File: src/rtl/alarm_key_controller.sv
// Keypad sequencing FSM for the alarm clock: collects HH:MM digits, validates them and
// pulses the counter/alarm load strobes, with an inactivity timeout on entry and alarm display.
module alarm_key_controller #(
  parameter int TIMEOUT_SEC = 10
) (
  input  logic       clk,
  input  logic       reset,
  input  logic       one_second,
  input  logic       key_pressed,
  input  logic [3:0] key_code,
  output logic [3:0] new_time_ms_hr,
  output logic [3:0] new_time_ls_hr,
  output logic [3:0] new_time_ms_min,
  output logic [3:0] new_time_ls_min,
  output logic       load_new_c,
  output logic       load_new_a,
  output logic       show_new_time,
  output logic       show_a,
  output logic       entry_error
);

  localparam int TW = $clog2(TIMEOUT_SEC + 1);

  typedef enum logic [2:0] {
    IDLE,
    SHOW_ALARM,
    KEY_ENTRY,
    SET_ALARM_TIME,
    SET_CURRENT_TIME
  } state_t;

  state_t          state_reg, state_next;
  logic [TW-1:0]   timer_reg, timer_next;
  logic [3:0]      ms_hr_next, ls_hr_next, ms_min_next, ls_min_next;
  logic            load_c_next, load_a_next, error_next;
  logic            show_new_time_next, show_a_next;
  logic            is_digit, is_alarm, is_time, tick_expire, buf_valid;

  always_comb begin
    is_digit    = key_pressed && (key_code <= 4'd9);
    is_alarm    = key_pressed && (key_code == 4'd10);
    is_time     = key_pressed && (key_code == 4'd11);
    tick_expire = one_second && (timer_reg == TW'(TIMEOUT_SEC - 1));
    buf_valid   = (new_time_ms_hr <= 4'd2) && (new_time_ls_hr <= 4'd9) &&
                  !((new_time_ms_hr == 4'd2) && (new_time_ls_hr > 4'd3)) &&
                  (new_time_ms_min <= 4'd5) && (new_time_ls_min <= 4'd9);

    state_next  = state_reg;
    timer_next  = '0;
    ms_hr_next  = new_time_ms_hr;
    ls_hr_next  = new_time_ls_hr;
    ms_min_next = new_time_ms_min;
    ls_min_next = new_time_ls_min;
    load_c_next = 1'b0;
    load_a_next = 1'b0;
    error_next  = 1'b0;

    // The buffer stays readable while the load/error pulse is visible, then clears.
    if (load_new_c || load_new_a || entry_error) begin
      ms_hr_next  = 4'd0;
      ls_hr_next  = 4'd0;
      ms_min_next = 4'd0;
      ls_min_next = 4'd0;
    end

    case (state_reg)
      IDLE: begin
        if (is_digit) begin
          ms_hr_next  = 4'd0;
          ls_hr_next  = 4'd0;
          ms_min_next = 4'd0;
          ls_min_next = key_code;
          state_next  = KEY_ENTRY;
        end else if (is_alarm) begin
          state_next = SHOW_ALARM;
        end
      end
      SHOW_ALARM: begin
        timer_next = timer_reg + TW'(one_second);
        if (is_alarm || tick_expire) begin
          state_next = IDLE;
          timer_next = '0;
        end
      end
      KEY_ENTRY: begin
        timer_next = timer_reg + TW'(one_second);
        if (is_digit) begin
          ms_hr_next  = new_time_ls_hr;
          ls_hr_next  = new_time_ms_min;
          ms_min_next = new_time_ls_min;
          ls_min_next = key_code;
          timer_next  = '0;
        end else if (is_alarm) begin
          state_next = SET_ALARM_TIME;
          timer_next = '0;
        end else if (is_time) begin
          state_next = SET_CURRENT_TIME;
          timer_next = '0;
        end else if (tick_expire) begin
          state_next  = IDLE;
          timer_next  = '0;
          ms_hr_next  = 4'd0;
          ls_hr_next  = 4'd0;
          ms_min_next = 4'd0;
          ls_min_next = 4'd0;
        end
      end
      SET_ALARM_TIME: begin
        load_a_next = buf_valid;
        error_next  = !buf_valid;
        state_next  = IDLE;
      end
      SET_CURRENT_TIME: begin
        load_c_next = buf_valid;
        error_next  = !buf_valid;
        state_next  = IDLE;
      end
      default: state_next = IDLE;
    endcase

    show_new_time_next = (state_next == KEY_ENTRY);
    show_a_next        = (state_next == SHOW_ALARM);
  end

  always_ff @(posedge clk or negedge reset) begin
    if (!reset) begin
      state_reg       <= IDLE;
      timer_reg       <= '0;
      new_time_ms_hr  <= 4'd0;
      new_time_ls_hr  <= 4'd0;
      new_time_ms_min <= 4'd0;
      new_time_ls_min <= 4'd0;
      load_new_c      <= 1'b0;
      load_new_a      <= 1'b0;
      entry_error     <= 1'b0;
      show_new_time   <= 1'b0;
      show_a          <= 1'b0;
    end else begin
      state_reg       <= state_next;
      timer_reg       <= timer_next;
      new_time_ms_hr  <= ms_hr_next;
      new_time_ls_hr  <= ls_hr_next;
      new_time_ms_min <= ms_min_next;
      new_time_ls_min <= ls_min_next;
      load_new_c      <= load_c_next;
      load_new_a      <= load_a_next;
      entry_error     <= error_next;
      show_new_time   <= show_new_time_next;
      show_a          <= show_a_next;
    end
  end

endmodule

File: config.mk
export PLATFORM = sky130hd
export DESIGN_NAME = alarm_key_controller
export DESIGN_NICKNAME = d
export VERILOG_FILES = /design/src/rtl/alarm_key_controller.sv
export SDC_FILE = /design/constraint.sdc
export NUM_CORES = 1
export LEC_CHECK = 0
export ABC_AREA = 1
export CORE_MARGIN = 3
export CORE_UTILIZATION = 25
export CTS_BUF_LIST = sky130_fd_sc_hd__clkbuf_8
export DETAILED_ROUTE_END_ITERATION = 10
export GPL_TIMING_DRIVEN = 0
export SLEW_MARGIN = 5
export SYNTH_ARGS = -nofsm -noshare
export SYNTH_HDL_FRONTEND = slang
export SYNTH_SLANG_ARGS = --single-unit
File: constraint.sdc
create_clock -name clk -period 1.5 [get_ports clk]
set_clock_uncertainty 0.15 [all_clocks]
set_input_delay 0.3 -clock clk [delete_from_list [all_inputs] [get_ports clk]]
set_output_delay 0.3 -clock clk [all_outputs]
set_load 0.01 [all_outputs]
==> run summary <==
The average instance in the mapped netlist occupies 9.28 um^2. The worst-skew pair later-pin latency is 0.28 ns. The synthesized-area fraction occupied by adder cells works out to 1.79%. The signal on the critical path passes through inv_2 > nand2_4 > nor2_4 > buf_6 > nand4_1 > a21oi_1. Among all stages on the critical path, the largest delay is contributed by sky130_fd_sc_hd__dfrtp_1. The worst setup slack after layout was -0.00538 ns. The number of nets handed over by synthesis was 161. The residual overflow from global routing is 0, and the final wirelength is 3290 um. The cell at the root of the clock tree is sky130_fd_sc_hd__clkbuf_8.

The relative contribution of combinational cells to total power was 37.6%; the total power of the final layout was 2.60 mW. For the worst flop-to-flop path, the logic depth is 6. The clock transition at the registers of the reported paths is 0.10 ns, and the unique cell type count in the Yosys netlist is 28. For this design the ratio of total power to cell area is 1270 mW/mm^2. The checks that failed: negative setup slack. The finished cells cover 0.00204 mm^2. Setup repair after global routing could not meet its margin everywhere. The share of total power dissipated in the clock network is 22.8%. The endpoint of the worst-slack reg-to-reg timing path is timer_reg[3]$_DFF_PN0_. The worst slack on hold paths is 0.304 ns, and the core box area is 0.00527 mm^2. The basic-gate share of the synthesized area counting and, or, nand and nor cells is 23.8%.

In the detailed route, the total length drawn on met3 is 114 um. In this run the deepest clock path goes through 2 buffers. In the final routed layout, each cell accounts on average for 11.9 um. Internal power consumption: 1.73 mW.

For the pin with the worst max-slew slack, the measured transition is 0.622 ns. The first-pass GRT wire length came out at 5350 um. Measured along the x axis, the die boundary spans 80.9 um. The complex-gate fraction of the synthesized area was 13.8%; the synthesis-stage register bit count was 28.

Number of filler instances in the final layout: 534. The logs give 1179 for the number of global-route vias before repair and 28 for the CTS sink count. The post-route minimum period came out at 1.51 ns. The maximum vdd drop was 0.000487 V. Highest signal layer in the routed design: met4.

The logs give 217 for the number of nets at the end of the flow and 2270 um for the HPWL after detailed placement. Once the floorplan was initialized, standard cells occupied 26.6% of the core. Dividing the detail-routed via count by the number of cells gives 4.34. The largest family of logic cells by synthesized area is simple AND/OR/NAND/NOR gates. STA classifies the critical path endpoint as a register. The run finished, with violations left. Of the synthesized area, sequential elements account for 50.0%.

Summed over all nets, the switching power comes to 0.860 mW. In this run the tightest slew margin relative to its limit is 58.5%. For the flop-to-flop setup slack, the log shows -0.005 ns. The number of I/O pins is 29. The first detailed-routing pass ran for 4 iterations. Entering global routing, the biggest net connects 29 pins.

The logs give 0 for the number of warnings reported in the yosys synthesis log and 0 for the number of inserted diodes. The detail route stage leaves a number of antenna-violating nets equal to 0. Compared with the post-synthesis result, the final layout area differs by 45.3%. The xor and xnor fraction of the mapped netlist area is 1.25%. Of the cells placed in the final design, the portion with a size suffix greater than 1 is 30.1%.

The share of total power dissipated in sequential elements is 39.6%. The logs give 0 for the final count of pins violating max slew and 1 for the count of endpoints failing setup in the final report. The proportion of total power due to net switching is 33.2%, and the number of vias in the routed layout is 1197. In this run the cell area measured after placement is 0.00177 mm^2. The tools report the reg-to-reg startpoint as state_reg[0]$_DFF_PN0_.

The total of max-cap violations was 0. Endpoint of the most critical setup path: timer_reg[3]$_DFF_PN0_. The routed length on met1 is 1660 um, and the final weighted congestion in routability-driven placement is 0.783. Summed over all nets, wire length on met2 after detailed routing comes to 1480 um.

The initial detailed-routing violation count came out at 50. The setup slack at placement is -0.483 ns, and the mux contribution to synthesized area is 0%. Summed over all cells, the static leakage comes to 1.04 nW. Global routing consumed, over all layers together, 10.5% of the routing resources. Final worst-path cycle share: 100%.

The critical path is of the register to register type. The critical path required time was 1.55 ns; the biggest fanout along the worst timing path was 4. The class of the tightest hold or removal check was input port to register.

The tools report the cell area after synthesis as 0.00140 mm^2. TritonCTS built the clock tree. Initial antenna violation count: 0. The highest clock rate was 664 MHz; the delay of the slowest critical-path stage was 0.41 ns.

The deepest level of the CTS H-tree is 1. The run gives 151 as the count of mapped cells out of synthesis. The final core utilization is 38.6%. For the number of hold violations in the final report, the log shows 0. The number of clock buffers added by TritonCTS is 3. For this run, design rule violations remaining after detail routing come to 0. The worst setup path is launched from a register. For the signal arrival time at the worst endpoint, the log shows 1.55 ns. The most critical setup path has its startpoint at state_reg[0]$_DFF_PN0_. The die covers 0.00654 mm^2. Buffers placed on the I/O ports in this run total 28. In this run the vertical extent of the chip is 80.9 um. The initialized floorplan defines 26 standard-cell rows.
## worst min path at each step
stage | depth (start not counted) | from | endpoint
floorplan | 0 | reset | entry_error$_DFF_PN0_
global placement | 2 | new_time_ls_hr[0]$_DFF_PN0_ | new_time_ms_hr[0]$_DFF_PN0_
detailed placement | 2 | new_time_ls_hr[3]$_DFF_PN0_ | new_time_ms_hr[3]$_DFF_PN0_
CTS | 1 | reset | state_reg[2]$_DFF_PN0_
global route | 3 | key_code[3] | new_time_ls_min[3]$_DFF_PN0_
finish | 3 | key_code[1] | new_time_ls_min[1]$_DFF_PN0_
## power by group through the flow
stage               Sequential (mW)  Clock (mW)  Combinational (mW)
floorplan                      1.10           0               0.413
global placement               1.06           0               0.871
detailed placement             1.06           0               0.878
CTS                            1.03       0.611               0.930
global route                   1.05       0.636                1.08
finish                         1.03       0.592               0.976
## layer usage
metal | track usage, % | vias to the layer above
li1 | - | 600
met1 | 14.4 | 567
met2 | 16.6 | 26
met3 | 1.66 | 4
met4 | 4.39 | 0
met5 | 0 | -
## area by class of cell
class	count	area (um^2)	share of cell area, %
flip-flops and latches	28	701	34.4
multi-input cells	93	599	29.4
repair buffers	51	445	21.9
inverters	28	105	5.16
well taps	70	87.6	4.30
clock buffers	3	41.3	2.03
clock inverters	1	30.0	1.48
plain buffers	2	26.3	1.29
## per-stage QoR
step | setup TNS, ns | cells
after floorplan | 0 | 151
after global placement | -19.65 | 249
after detailed placement | -20.10 | 249
after CTS | 0 | 269
after global routing | -0.587 | 276
final | -0.00538 | 276
## cell usage after synthesis (all sizes together)
| cell | count | area [um^2] |
|---|---|---|
| dfrtp | 28 | 701 |
| nand2 | 28 | 120 |
| inv | 27 | 101 |
| o21ai | 22 | 151 |
| nand3 | 12 | 87.6 |
| nor2 | 11 | 58.8 |
| a21oi | 7 | 35.0 |
| nor3 | 4 | 36.3 |
| nand4 | 3 | 18.8 |
| buf | 2 | 26.3 |
| ha | 2 | 25.0 |
| a22oi | 1 | 7.51 |
| clkinv | 1 | 3.75 |
| nand3b | 1 | 11.3 |
| xnor2 | 1 | 8.76 |
| xor2 | 1 | 8.76 |
## cells in the final DEF, fill, tap and decap left out, types with 3 or more instances in the layout
cell / Yosys / final
sky130_fd_sc_hd__nand3_1: 8 / 8
sky130_fd_sc_hd__clkbuf_8: 0 / 3
sky130_fd_sc_hd__inv_1: 23 / 23
sky130_fd_sc_hd__buf_6: 1 / 3
sky130_fd_sc_hd__inv_2: 4 / 4
sky130_fd_sc_hd__nor2_1: 8 / 6
sky130_fd_sc_hd__nand2_2: 3 / 3
sky130_fd_sc_hd__o21ai_0: 10 / 9
sky130_fd_sc_hd__a21oi_1: 7 / 6
sky130_fd_sc_hd__o21ai_2: 11 / 11
sky130_fd_sc_hd__buf_4: 0 / 19
sky130_fd_sc_hd__nor2_2: 1 / 3
sky130_fd_sc_hd__dfrtp_1: 28 / 28
sky130_fd_sc_hd__dlygate4sd2_1: 0 / 26
sky130_fd_sc_hd__nand2_1: 24 / 24
sky130_fd_sc_hd__nand4_1: 3 / 3
## worst max-delay path: cells and delay by family, from the launching register on
kind	cells	cell delay, ns
compound gates	1	0.21
buf+inv	2	0.23
flops	1	0.41
simple gates	3	0.42
## what timing repair did
item / 4_1_cts / 5_1_grt
hold endpoints to repair: 0 / 28
gates cloned: 1 / 0
endpoints found under the setup margin: 62 / 20
gates resized for setup: 30 / 7
hold buffers: 0 / 1
setup buffers: 15 / 6
pin swaps: 5 / 7
## cells by family after synthesis
family	after synthesis
AND/OR/NAND/NOR	59
AO/OA/AOI/OAI	30
XOR/XNOR	2
adder cells (fa/ha/maj)	2
flip-flops	28
buffers and inverters	30
Power figures use the tool's default switching activity.
